**config.mk**
```make
export PLATFORM = sky130hd
export DESIGN_NAME = ram3840_arbiter_flat
export DESIGN_NICKNAME = d
export VERILOG_FILES = /design/src/rtl/ram3840_arbiter_if.sv /design/src/rtl/ram3840_arbiter.sv /design/src/flat_wrapper.sv
export SDC_FILE = /design/constraint.sdc
export NUM_CORES = 1
export LEC_CHECK = 0
export BUFFER_PORTS_ARGS = -buffer_cell sky130_fd_sc_hd__buf_2
export CAP_MARGIN = 10
export CORE_MARGIN = 5
export CORE_UTILIZATION = 45
export CTS_BUF_LIST = sky130_fd_sc_hd__clkbuf_4
export CTS_CLUSTER_DIAMETER = 100
export DETAILED_ROUTE_END_ITERATION = 16
export PLACE_DENSITY = 0.83
export SYNTH_ARGS = -nofsm -noshare
export SYNTH_HDL_FRONTEND = slang
export SYNTH_SLANG_ARGS = --single-unit
```
**constraint.sdc**
```tcl
create_clock -name clk -period 4.92 [get_ports clk]
set_clock_uncertainty 0.1 [all_clocks]
set_input_delay 0.246 -clock clk [delete_from_list [all_inputs] [get_ports clk]]
set_output_delay 0.246 -clock clk [all_outputs]
set_load 0.01 [all_outputs]
```
**src/rtl/ram3840_arbiter_if.sv**
```systemverilog
// ram3840_arbiter_if
// Requester-side command bundle for the two-port RAM arbiter.
//   req0/1, we0/1, addr0/1, wdata0/1 : command from port 0 (CPU) / port 1 (DMA)
//   gnt0/1                            : one-cycle pulse, command accepted
//   done0/1, err0/1                   : one-cycle completion pulse, err valid with done
//   rdata0/1                          : read data, valid with done, held until next done
// Handshake: a requester raises req with we/addr/wdata and holds all of them
// stable until it sees gnt; the command is accepted on the gnt pulse. It then
// waits for done (with err) before raising a new command. gnt and done are
// pulses, never levels, and the arbiter never back-pressures done.
`timescale 1ns/1ps
interface ram3840_arbiter_if;
   logic        req0;
   logic        req1;
   logic        we0;
   logic        we1;
   logic [11:0] addr0;
   logic [11:0] addr1;
   logic [15:0] wdata0;
   logic [15:0] wdata1;
   logic        gnt0;
   logic        gnt1;
   logic        done0;
   logic        done1;
   logic        err0;
   logic        err1;
   logic [15:0] rdata0;
   logic [15:0] rdata1;

   // Requester side
   modport master (
      output req0, req1, we0, we1, addr0, addr1, wdata0, wdata1,
      input  gnt0, gnt1, done0, done1, err0, err1, rdata0, rdata1
   );

   // Arbiter side
   modport slave (
      input  req0, req1, we0, we1, addr0, addr1, wdata0, wdata1,
      output gnt0, gnt1, done0, done1, err0, err1, rdata0, rdata1
   );
endinterface

```
**src/rtl/ram3840_arbiter.sv**
```systemverilog
// ram3840_arbiter
// Round-robin arbiter/sequencer placing two requesters onto the single port of
// the 3840 x 16 banked RAM (NUM_BANKS banks of 256 words, bank = addr[11:8]).
// Ports:
//   clk, rst_n   : clock, asynchronous active-low reset
//   cmd          : requester command/response bundle (slave modport)
//   busy         : arbiter not in IDLE
//   mem_addr     : RAM address, held from ACCESS through WAIT
//   mem_in       : RAM write data
//   mem_load     : one-cycle write strobe
//   bank_load    : one-hot bank write enable, decode(addr[11:8]) & mem_load
//   mem_out      : RAM read data, valid RD_LAT cycles after mem_addr
//   dbg_state    : current FSM state (IDLE=0, ACCESS=1, WAIT=2, RESP=3)
`timescale 1ns/1ps
module ram3840_arbiter #(
   parameter int NUM_BANKS = 15,
   parameter int RD_LAT    = 1
) (
   input  logic                 clk,
   input  logic                 rst_n,
   ram3840_arbiter_if.slave     cmd,
   output logic                 busy,
   output logic [11:0]          mem_addr,
   output logic [15:0]          mem_in,
   output logic                 mem_load,
   output logic [NUM_BANKS-1:0] bank_load,
   input  logic [15:0]          mem_out,
   output logic [1:0]           dbg_state
);

   typedef enum logic [1:0] {IDLE = 2'd0, ACCESS = 2'd1, WAIT = 2'd2, RESP = 2'd3} state_t;

   // Index of the final WAIT cycle; unused when RD_LAT is 0 (WAIT is skipped).
   localparam logic [1:0] LAST_WAIT = 2'((RD_LAT > 0) ? RD_LAT - 1 : 0);

   state_t                 state, state_nx;
   logic                   last_q;     // port granted most recently
   logic                   port_q;     // port owning the command in flight
   logic                   we_q;
   logic                   oor_q;      // command address has no backing bank
   logic [1:0]             wait_cnt;

   logic                   win_valid;
   logic                   win_port;
   logic                   win_we;
   logic                   win_oor;
   logic [11:0]            win_addr;
   logic [15:0]            win_wdata;
   logic [NUM_BANKS-1:0]   win_dec;
   logic                   capture;

   assign busy      = (state != IDLE);
   assign dbg_state = state;

   // Next state, arbitration and read-capture decision.
   always_comb begin
      state_nx  = state;
      win_valid = 1'b0;
      win_port  = 1'b0;
      capture   = 1'b0;
      case (state)
         IDLE: begin
            if (cmd.req0 || cmd.req1) begin
               win_valid = 1'b1;
               // On a tie the port not granted last time wins.
               if (cmd.req0 && cmd.req1) win_port = ~last_q;
               else                      win_port = cmd.req1;
               state_nx = ACCESS;
            end
         end
         ACCESS: begin
            if (we_q || oor_q) begin
               state_nx = RESP;
            end else if (RD_LAT == 0) begin
               capture  = 1'b1;
               state_nx = RESP;
            end else begin
               state_nx = WAIT;
            end
         end
         WAIT: begin
            if (wait_cnt == LAST_WAIT) begin
               capture  = 1'b1;
               state_nx = RESP;
            end
         end
         RESP:    state_nx = IDLE;
         default: state_nx = IDLE;
      endcase
   end

   // Winning command mux and bank decode.
   always_comb begin
      win_we    = win_port ? cmd.we1    : cmd.we0;
      win_addr  = win_port ? cmd.addr1  : cmd.addr0;
      win_wdata = win_port ? cmd.wdata1 : cmd.wdata0;
      win_oor   = ({1'b0, win_addr[11:8]} >= 5'(NUM_BANKS));
      win_dec   = '0;
      for (int i = 0; i < NUM_BANKS; i++) begin
         win_dec[i] = (win_addr[11:8] == 4'(i));
      end
   end

   always_ff @(posedge clk or negedge rst_n) begin
      if (!rst_n) state <= IDLE;
      else        state <= state_nx;
   end

   // All strobes are registered so that reset clears them immediately.
   always_ff @(posedge clk or negedge rst_n) begin
      if (!rst_n) begin
         last_q     <= 1'b1;
         port_q     <= 1'b0;
         we_q       <= 1'b0;
         oor_q      <= 1'b0;
         wait_cnt   <= 2'd0;
         mem_addr   <= '0;
         mem_in     <= '0;
         mem_load   <= 1'b0;
         bank_load  <= '0;
         cmd.gnt0   <= 1'b0;
         cmd.gnt1   <= 1'b0;
         cmd.done0  <= 1'b0;
         cmd.done1  <= 1'b0;
         cmd.err0   <= 1'b0;
         cmd.err1   <= 1'b0;
         cmd.rdata0 <= '0;
         cmd.rdata1 <= '0;
      end else begin
         cmd.gnt0  <= win_valid & ~win_port;
         cmd.gnt1  <= win_valid &  win_port;
         mem_load  <= win_valid & win_we & ~win_oor;
         bank_load <= (win_valid && win_we && !win_oor) ? win_dec : '0;
         if (win_valid) begin
            last_q   <= win_port;
            port_q   <= win_port;
            we_q     <= win_we;
            oor_q    <= win_oor;
            mem_addr <= win_addr;
            mem_in   <= win_wdata;
         end
         wait_cnt  <= (state == WAIT) ? wait_cnt + 2'd1 : 2'd0;
         // RESP is only ever entered from ACCESS or WAIT, so this is a pulse.
         cmd.done0 <= (state_nx == RESP) & ~port_q;
         cmd.done1 <= (state_nx == RESP) &  port_q;
         cmd.err0  <= (state_nx == RESP) & ~port_q & oor_q;
         cmd.err1  <= (state_nx == RESP) &  port_q & oor_q;
         if (capture) begin
            if (port_q) cmd.rdata1 <= mem_out;
            else        cmd.rdata0 <= mem_out;
         end
      end
   end

endmodule

```
**src/flat_wrapper.sv**
```systemverilog
// flat-port wrapper written by rule: the top's interface ports become plain ports
module ram3840_arbiter_flat 
#(
   parameter int NUM_BANKS = 15,
   parameter int RD_LAT    = 1
)
  (clk, rst_n, busy, mem_addr, mem_in, mem_load, bank_load, mem_out, dbg_state, cmd_req0, cmd_req1, cmd_we0, cmd_we1, cmd_addr0, cmd_addr1, cmd_wdata0, cmd_wdata1, cmd_gnt0, cmd_gnt1, cmd_done0, cmd_done1, cmd_err0, cmd_err1, cmd_rdata0, cmd_rdata1);
  ram3840_arbiter_if cmd_i ();
  input  logic clk;
  input  logic rst_n;
  output logic busy;
  output logic [11:0] mem_addr;
  output logic [15:0] mem_in;
  output logic mem_load;
  output logic [NUM_BANKS-1:0] bank_load;
  input  logic [15:0] mem_out;
  output logic [1:0] dbg_state;
  input wire logic [$bits(cmd_i.req0)-1:0] cmd_req0;
  input wire logic [$bits(cmd_i.req1)-1:0] cmd_req1;
  input wire logic [$bits(cmd_i.we0)-1:0] cmd_we0;
  input wire logic [$bits(cmd_i.we1)-1:0] cmd_we1;
  input wire logic [$bits(cmd_i.addr0)-1:0] cmd_addr0;
  input wire logic [$bits(cmd_i.addr1)-1:0] cmd_addr1;
  input wire logic [$bits(cmd_i.wdata0)-1:0] cmd_wdata0;
  input wire logic [$bits(cmd_i.wdata1)-1:0] cmd_wdata1;
  output wire logic [$bits(cmd_i.gnt0)-1:0] cmd_gnt0;
  output wire logic [$bits(cmd_i.gnt1)-1:0] cmd_gnt1;
  output wire logic [$bits(cmd_i.done0)-1:0] cmd_done0;
  output wire logic [$bits(cmd_i.done1)-1:0] cmd_done1;
  output wire logic [$bits(cmd_i.err0)-1:0] cmd_err0;
  output wire logic [$bits(cmd_i.err1)-1:0] cmd_err1;
  output wire logic [$bits(cmd_i.rdata0)-1:0] cmd_rdata0;
  output wire logic [$bits(cmd_i.rdata1)-1:0] cmd_rdata1;
  assign cmd_i.req0 = cmd_req0;
  assign cmd_i.req1 = cmd_req1;
  assign cmd_i.we0 = cmd_we0;
  assign cmd_i.we1 = cmd_we1;
  assign cmd_i.addr0 = cmd_addr0;
  assign cmd_i.addr1 = cmd_addr1;
  assign cmd_i.wdata0 = cmd_wdata0;
  assign cmd_i.wdata1 = cmd_wdata1;
  assign cmd_gnt0 = cmd_i.gnt0;
  assign cmd_gnt1 = cmd_i.gnt1;
  assign cmd_done0 = cmd_i.done0;
  assign cmd_done1 = cmd_i.done1;
  assign cmd_err0 = cmd_i.err0;
  assign cmd_err1 = cmd_i.err1;
  assign cmd_rdata0 = cmd_i.rdata0;
  assign cmd_rdata1 = cmd_i.rdata1;
  ram3840_arbiter #(.NUM_BANKS(NUM_BANKS), .RD_LAT(RD_LAT)) u_core (.clk(clk), .rst_n(rst_n), .cmd(cmd_i), .busy(busy), .mem_addr(mem_addr), .mem_in(mem_in), .mem_load(mem_load), .bank_load(bank_load), .mem_out(mem_out), .dbg_state(dbg_state));
endmodule
```
; ---- Word level (Yosys, flattened, before mapping)
; Cells that the tools add are included.
[classes]
n_addsub = 1
n_lt_le_gt_ge = 1
eq_ne = 18
muxes = 16
n_bitwise = 12
n_reduce_logical = 12
[op_table]
columns = cell, count
row1 = 4-bit equality test (second input constant), 7
row2 = 4-bit by 3-bit equality test with 1-bit output (second input constant), 4
row3 = 16-bit 2-to-1 mux, 1
row4 = 15-bit 2-to-1 mux, 1
row5 = 12-bit 2-to-1 mux, 1
row6 = 1-bit 2-to-1 mux, 9
row7 = 1-bit AND, 8
row8 = 4-bit by 2-bit equality test with 1-bit output (second input constant), 2
row9 = 2-bit case mux with 4 select lines, 1
row10 = 2-bit equality test (second input constant), 3
row11 = 2-bit 2-to-1 mux, 3
row12 = 4-bit by 1-bit equality test with 1-bit output (second input constant), 1
row13 = 4-bit greater-or-equal comparator (second input constant), 1
row14 = 2-bit logical NOT, 2
row15 = 4-bit logical NOT, 1
row16 = 1-bit NOT, 4
row17 = 2-bit AND reduction, 2
row18 = 1-bit logical AND, 3
row19 = 2-bit by 1-bit adder with 2-bit output (second input constant), 1
row20 = 2-bit by 1-bit equality test with 1-bit output (second input constant), 1
row21 = 1-bit logical OR, 2
row22 = 2-bit nonzero test, 1
row23 = 1-bit logical NOT, 1
[word_totals]
reg_bits = 90
inputBits = 78
output_inout_bits = 85
word_cells = 78

; ---- Depth between registers and ports, before layout
[logic_depth]
ltp_word = 9
mapped_depth = 6
ltp_nobuf = 5

; ---- Worst setup path before layout
; No wires, ideal clock.
[synth_path]
path_type = reg-to-reg
start = reg u_core.state[0] (netlist: u_core.dbg_state[0])
end = reg u_core.bank_load[12]
setup_time_ns = 0.094
t_arrival_ns = 1.618
required_ns = 4.726
path_slack_ns = 3.107
stages_incl_launch_ff = 7
n_path_buf = 2
synth_period_minus_slack_ns = 1.813
path_cell_list = dfrtp_1 inv_1 ha_1 clkbuf_1 clkbuf_1 nand4_1 a211oi_1
[synth_via]
elab_chain_len = 7
elab_cells_between_ends = 11
classes_between = order compare: 1 / eq/ne: 1 / mux: 5 / reduce/logical: 4
[synth_lines]
columns = item, line_no
row1 = start: declaration, ram3840_arbiter.sv:36  ; state_t state, state_nx;
row2 = start signal: assignment, ram3840_arbiter.sv:106  ; else state <= state_nx;
row3 = 2-bit logical NOT *, ram3840_arbiter.sv:61  ; case (state)
row4 = 1-bit 2-to-1 mux, ram3840_arbiter.sv:61
row5 = 12-bit 2-to-1 mux, ram3840_arbiter.sv:95  ; win_addr = win_port ? cmd.addr1 : cmd.addr0;
row6 = 4-bit greater-or-equal comparator, ram3840_arbiter.sv:97  ; win_oor = ({1'b0, win_addr[11:8]} >= 5'(NUM_BANKS));
row7 = 1-bit logical NOT, ram3840_arbiter.sv:133  ; bank_load <= (win_valid && win_we && !win_oor) ? win_dec : '0;
row8 = 1-bit logical AND, ram3840_arbiter.sv:133
row9 = 15-bit 2-to-1 mux *, ram3840_arbiter.sv:133
row10 = end signal: assignment, ram3840_arbiter.sv:133
row11 = end: declaration, ram3840_arbiter.sv:26  ; output logic [NUM_BANKS-1:0] bank_load,
; Every way passes the cells marked *; elsewhere a longest branch is shown, timed or not.
; A chain may end at the register's enable or synchronous reset.

; ---- Worst setup path after layout
[layout_path]
start = reg u_core.state[0] (netlist: u_core.dbg_state[0])
end = reg u_core.mem_in[3]
[layout_via]
elab_chain_len = 3
elab_cells_between_ends = 4
classes_between = mux: 3 / reduce/logical: 1
[layout_lines]
columns = item, line_no
row1 = 2-bit logical NOT *, ram3840_arbiter.sv:61
row2 = 1-bit 2-to-1 mux, ram3840_arbiter.sv:61
row3 = 16-bit 2-to-1 mux, ram3840_arbiter.sv:96  ; win_wdata = win_port ? cmd.wdata1 : cmd.wdata0;
row4 = end signal: assignment, ram3840_arbiter.sv:140  ; mem_in <= win_wdata;
row5 = end: declaration, ram3840_arbiter.sv:24  ; output logic [15:0] mem_in,
; Marked as above.

==> metrics.md <==
| Metric | Value |
|---|---|
| Maximum level of the CTS H-tree | `3` |
| Starting DRT DRC Count | `223` |
| Layout area overhead | `41.0%` |
| Slowest cell delay on critical path | `between 0.9 and 1 ns` |
| Initial Util | `a little under half` |
| Wire length on met3 | `960 microns` |
| Critical Path RT | `between 5 and 6 ns` |
| Met2 WL post-DR | `just under 6 mm` |
| Top Metal Used | `met4` |
| Min-delay worst type | `in -> reg` |
| Cell Rows | `34` |
| Synthesis Warnings | `0` |
| Detail Route Antenna Nets | `0` |
| Syn_area_per_cell | `~11 sq um` |
| Setup bufs post-CTS | `0` |
| Crit. End Element | `register` |
| Max Fclk | `about 0.3 GHz` |
| Chip width | `about 110 microns` |
| Synth Instances | `377` |
| Final Cell Area | `0.00573 sq mm` |
| GPL Wtd Cong | `0.827` |
| I/O Buffers | `around 160` |
| CTS buffer count | `9` |
| Unrepaired setup endpoints after global routing | `no` |
| DP HPWL | `7.33 mm` |
| Drt drc | `0` |
| CP Data Arrival Time | `3.61 ns` |
| Post-layout nets | `672` |
| Maximum clock insertion buffer count | `2` |
| Unique masters post-synth | `35` |
| Layout cells sized above 1 | `36.7%` |
| Fin. max-slew vios | `0` |
| Maximum vdd drop | `0.000218 V` |
| Register area share after synthesis | `between 50 and 60%` |
| Startpoint type of the worst setup path | `register` |
| Vias in the first global route | `3,992` |
| Slew headroom | `18.1%` |
| Worst-Skew Late Latency | `0.41 ns` |
| Top_reg_cell synth | `dfrtp_1` |
| DRT Pass-1 Iters | `5` |
| Root buffer cell | `clkbuf_4` |
| CTS tree | `yes` |
| Crit share post-route | `67.9%` |
| Metal-1 WL | `about 5 mm` |
| Clk sinks | `90` |
| Grt ovf | `0` |
| Mapped cell area | `0.00407 sq mm` |
| Max-Cap Viols | `0` |
| Vias per cell | `5.65` |
| Cells after DPL | `approximately 620` |
| Power Total | `3.12 mW` |
| Pleak | `2.58 nW` |
| PwrDens | `roughly 540 mW/mm^2` |
| Vias | `3,964` |
| Worst hold slack | `0.133 ns` |
| Clock transition at the registers of the reported paths | `0.14 ns` |
| Die height | `105 microns` |
| Critical-path top delay cell | `o21a_2` |
| GRT Overall Usage | `21.7%` |
| First-pass GRT wire length | `20.0 mm` |
| Async S/R FF share, synth | `100%` |
| Drt wl/cell | `about 17 microns` |
| Io pins | `~160` |
| Setup violators final | `0` |
| Syn_nets | `460` |
| Crit-path cells | `inv_1, ha_2, o21a_2, nor2_1, a31oi_1, dlygate4sd3_1` |
| FILL cells | `~650` |
| WS Path Type | `reg -> reg` |
| Final Hold Vio Count | `0` |
| Largest net degree at the start of global routing | `91` |
| Register bit count reported by yosys | `90` |
| Die ar. | `approximately 0.011 sq mm` |
| Critical-path maximum fanout | `59` |
| Worst-margin pin slew | `1.23 ns` |
| Fin cells | `between 700 and 800` |
| Post-DP Area | `0.00490 sq mm` |
| Setup tns final | `0 ns` |
| Status | `complete, no violations` |
| Number of flops mapped to enable cells by yosys | `0` |
| Tmin final | `3.34 ns` |
| Initial antenna violation count | `0` |
| Core Region | `0.00876 sq mm` |
| DRT Wirelength | `12.0 mm` |
| Antenna cells | `0` |
-- worst paths after layout --
path | from | end | slack, ns | depth (start not counted)
max | u_core.dbg_state[0] | u_core.mem_in[3] | 1.58 | 6
min | cmd_addr0[8] | u_core.mem_addr[8] | 0.13 | 3
max reg2reg | u_core.dbg_state[0] | u_core.mem_in[3] | 1.58 | 6
min reg2reg | u_core.wait_cnt[0] | u_core.wait_cnt[0] | 0.34 | 1
max in group asynchronous | rst_n | u_core.cmd.rdata0[7] | 3.81 | 3
min in group asynchronous | rst_n | u_core.cmd.rdata0[0] | 0.27 | 2
-- layout by cell type (no fill, tap or decap), types with 2 or more instances in the layout --
cell           netlist  layout
nor4bb_1             4       4
o21a_1               3       2
nand2_1              4       4
a2111o_1             2       2
nand4_1             16      16
dlygate4sd3_1        0      69
nand3_1             30      30
and4b_1              5       5
ha_1                 5       4
o21ai_0             43      43
dfrtp_1             89      89
inv_1                6       6
nor2_1              36      36
clkbuf_4             0       9
buf_4                2       3
and2_1               3       3
nor4b_1              4       4
inv_6                0       3
buf_2                8     161
a31oi_1             29      29
a211oi_1            15      15
mux2_2              32      32
nor2b_1              5       5
-- critical path, delay by kind of cell, from the launching register on --
kind	cells	cell delay, ns
compound gates	2	1.11
buf+inv	2	0.69
fa+ha+maj	1	0.80
flops	1	0.45
simple gates	1	0.10
-- per-stage QoR --
step           utilization, %  worst slack, ns
4_1_cts                  65.2             1.63
5_1_grt                  65.4             1.29
2_1_floorplan               -             3.11
6_report                 65.4             1.58
3_5_place_dp             56.0             2.15
3_3_place_gp             56.0             2.29
-- cell families (layout without fill, tap and decap cells) --
group / after synthesis / in the layout / synth area share, %
AOI/OAI and AO/OA: 100 / 100 / 15.3
adders and majority gates: 5 / 5 / 1.54
buffers and inverters: 39 / 256 / 4.03
DFF: 90 / 90 / 55.4
muxes: 32 / 32 / 8.86
and+or+nand+nor: 111 / 111 / 14.9
-- state kept, by name (all words and copies together), names as in the netlist --
| register | count |
|---|---|
| u_core.port_q | 1 |
| u_core.oor_q | 1 |
| u_core.cmd.rdata0 | 16 |
| u_core.mem_load | 1 |
| u_core.bank_load | 15 |
| u_core.cmd.rdata1 | 16 |
| u_core.cmd.err1 | 1 |
| u_core.cmd.gnt1 | 1 |
| u_core.cmd.gnt0 | 1 |
| u_core.we_q | 1 |
| u_core.last_q | 1 |
| u_core.cmd.done0 | 1 |
| u_core.mem_addr | 12 |
| u_core.wait_cnt | 2 |
| u_core.mem_in | 16 |
| u_core.cmd.done1 | 1 |
| u_core.cmd.err0 | 1 |
| u_core.dbg_state | 2 |
-- metal layers --
metal  global-route usage [%]  up-vias
met4                     7.58        0
met1                     28.6     1897
met2                     35.9      218
met5                        0        -
met3                     4.38       28
li1                         -     1821
-- layout make-up --
cell class	count	area (sq um)	area share [%]
repair buffers	234	1540	26.8
multi-input cells	248	1660	29.0
flip-flops and latches	90	2250	39.3
clock buffers	9	67.6	1.18
clock inverters	7	51.3	0.895
well taps	108	135	2.36
inverters	6	22.5	0.393
-- where the power goes --
| part | internal (mW) | switching (mW) | leakage [nW] |
|---|---|---|---|
| clock | 0.108 | 0.259 | 0.0647 |
| combinational | 0.730 | 0.812 | 1.43 |
| sequential | 1.04 | 0.167 | 1.08 |
| total | 1.88 | 1.24 | 2.58 |
-- Yosys cell counts (all sizes together), types with 2 or more instances --
| library cell | instances | share of area [%] |
|---|---|---|
| buf | 12 | 1.5 |
| ha | 5 | 1.5 |
| o21ai | 43 | 5.3 |
| o21a | 3 | 0.55 |
| mux2 | 32 | 8.9 |
| and4b | 5 | 1.2 |
| and2 | 3 | 0.46 |
| nand4 | 16 | 2.5 |
| dfrtp | 89 | 55 |
| inv | 6 | 0.55 |
| a31oi | 29 | 4.5 |
| clkbuf | 21 | 1.9 |
| nor4bb | 4 | 0.98 |
| nand2 | 4 | 0.37 |
| nor4b | 4 | 0.86 |
| nor2 | 36 | 3.3 |
| nand3 | 30 | 3.7 |
| a2111o | 2 | 0.55 |
| nor2b | 5 | 0.77 |
| a211oi | 15 | 2.8 |
-- timing repair --
action                                 in CTS  in global routing
endpoints found under the hold margin     149                  0
hold buffers                               69                  0
gates resized for setup                     0                  0
Note: power is estimated with default switching activity, not from simulation.
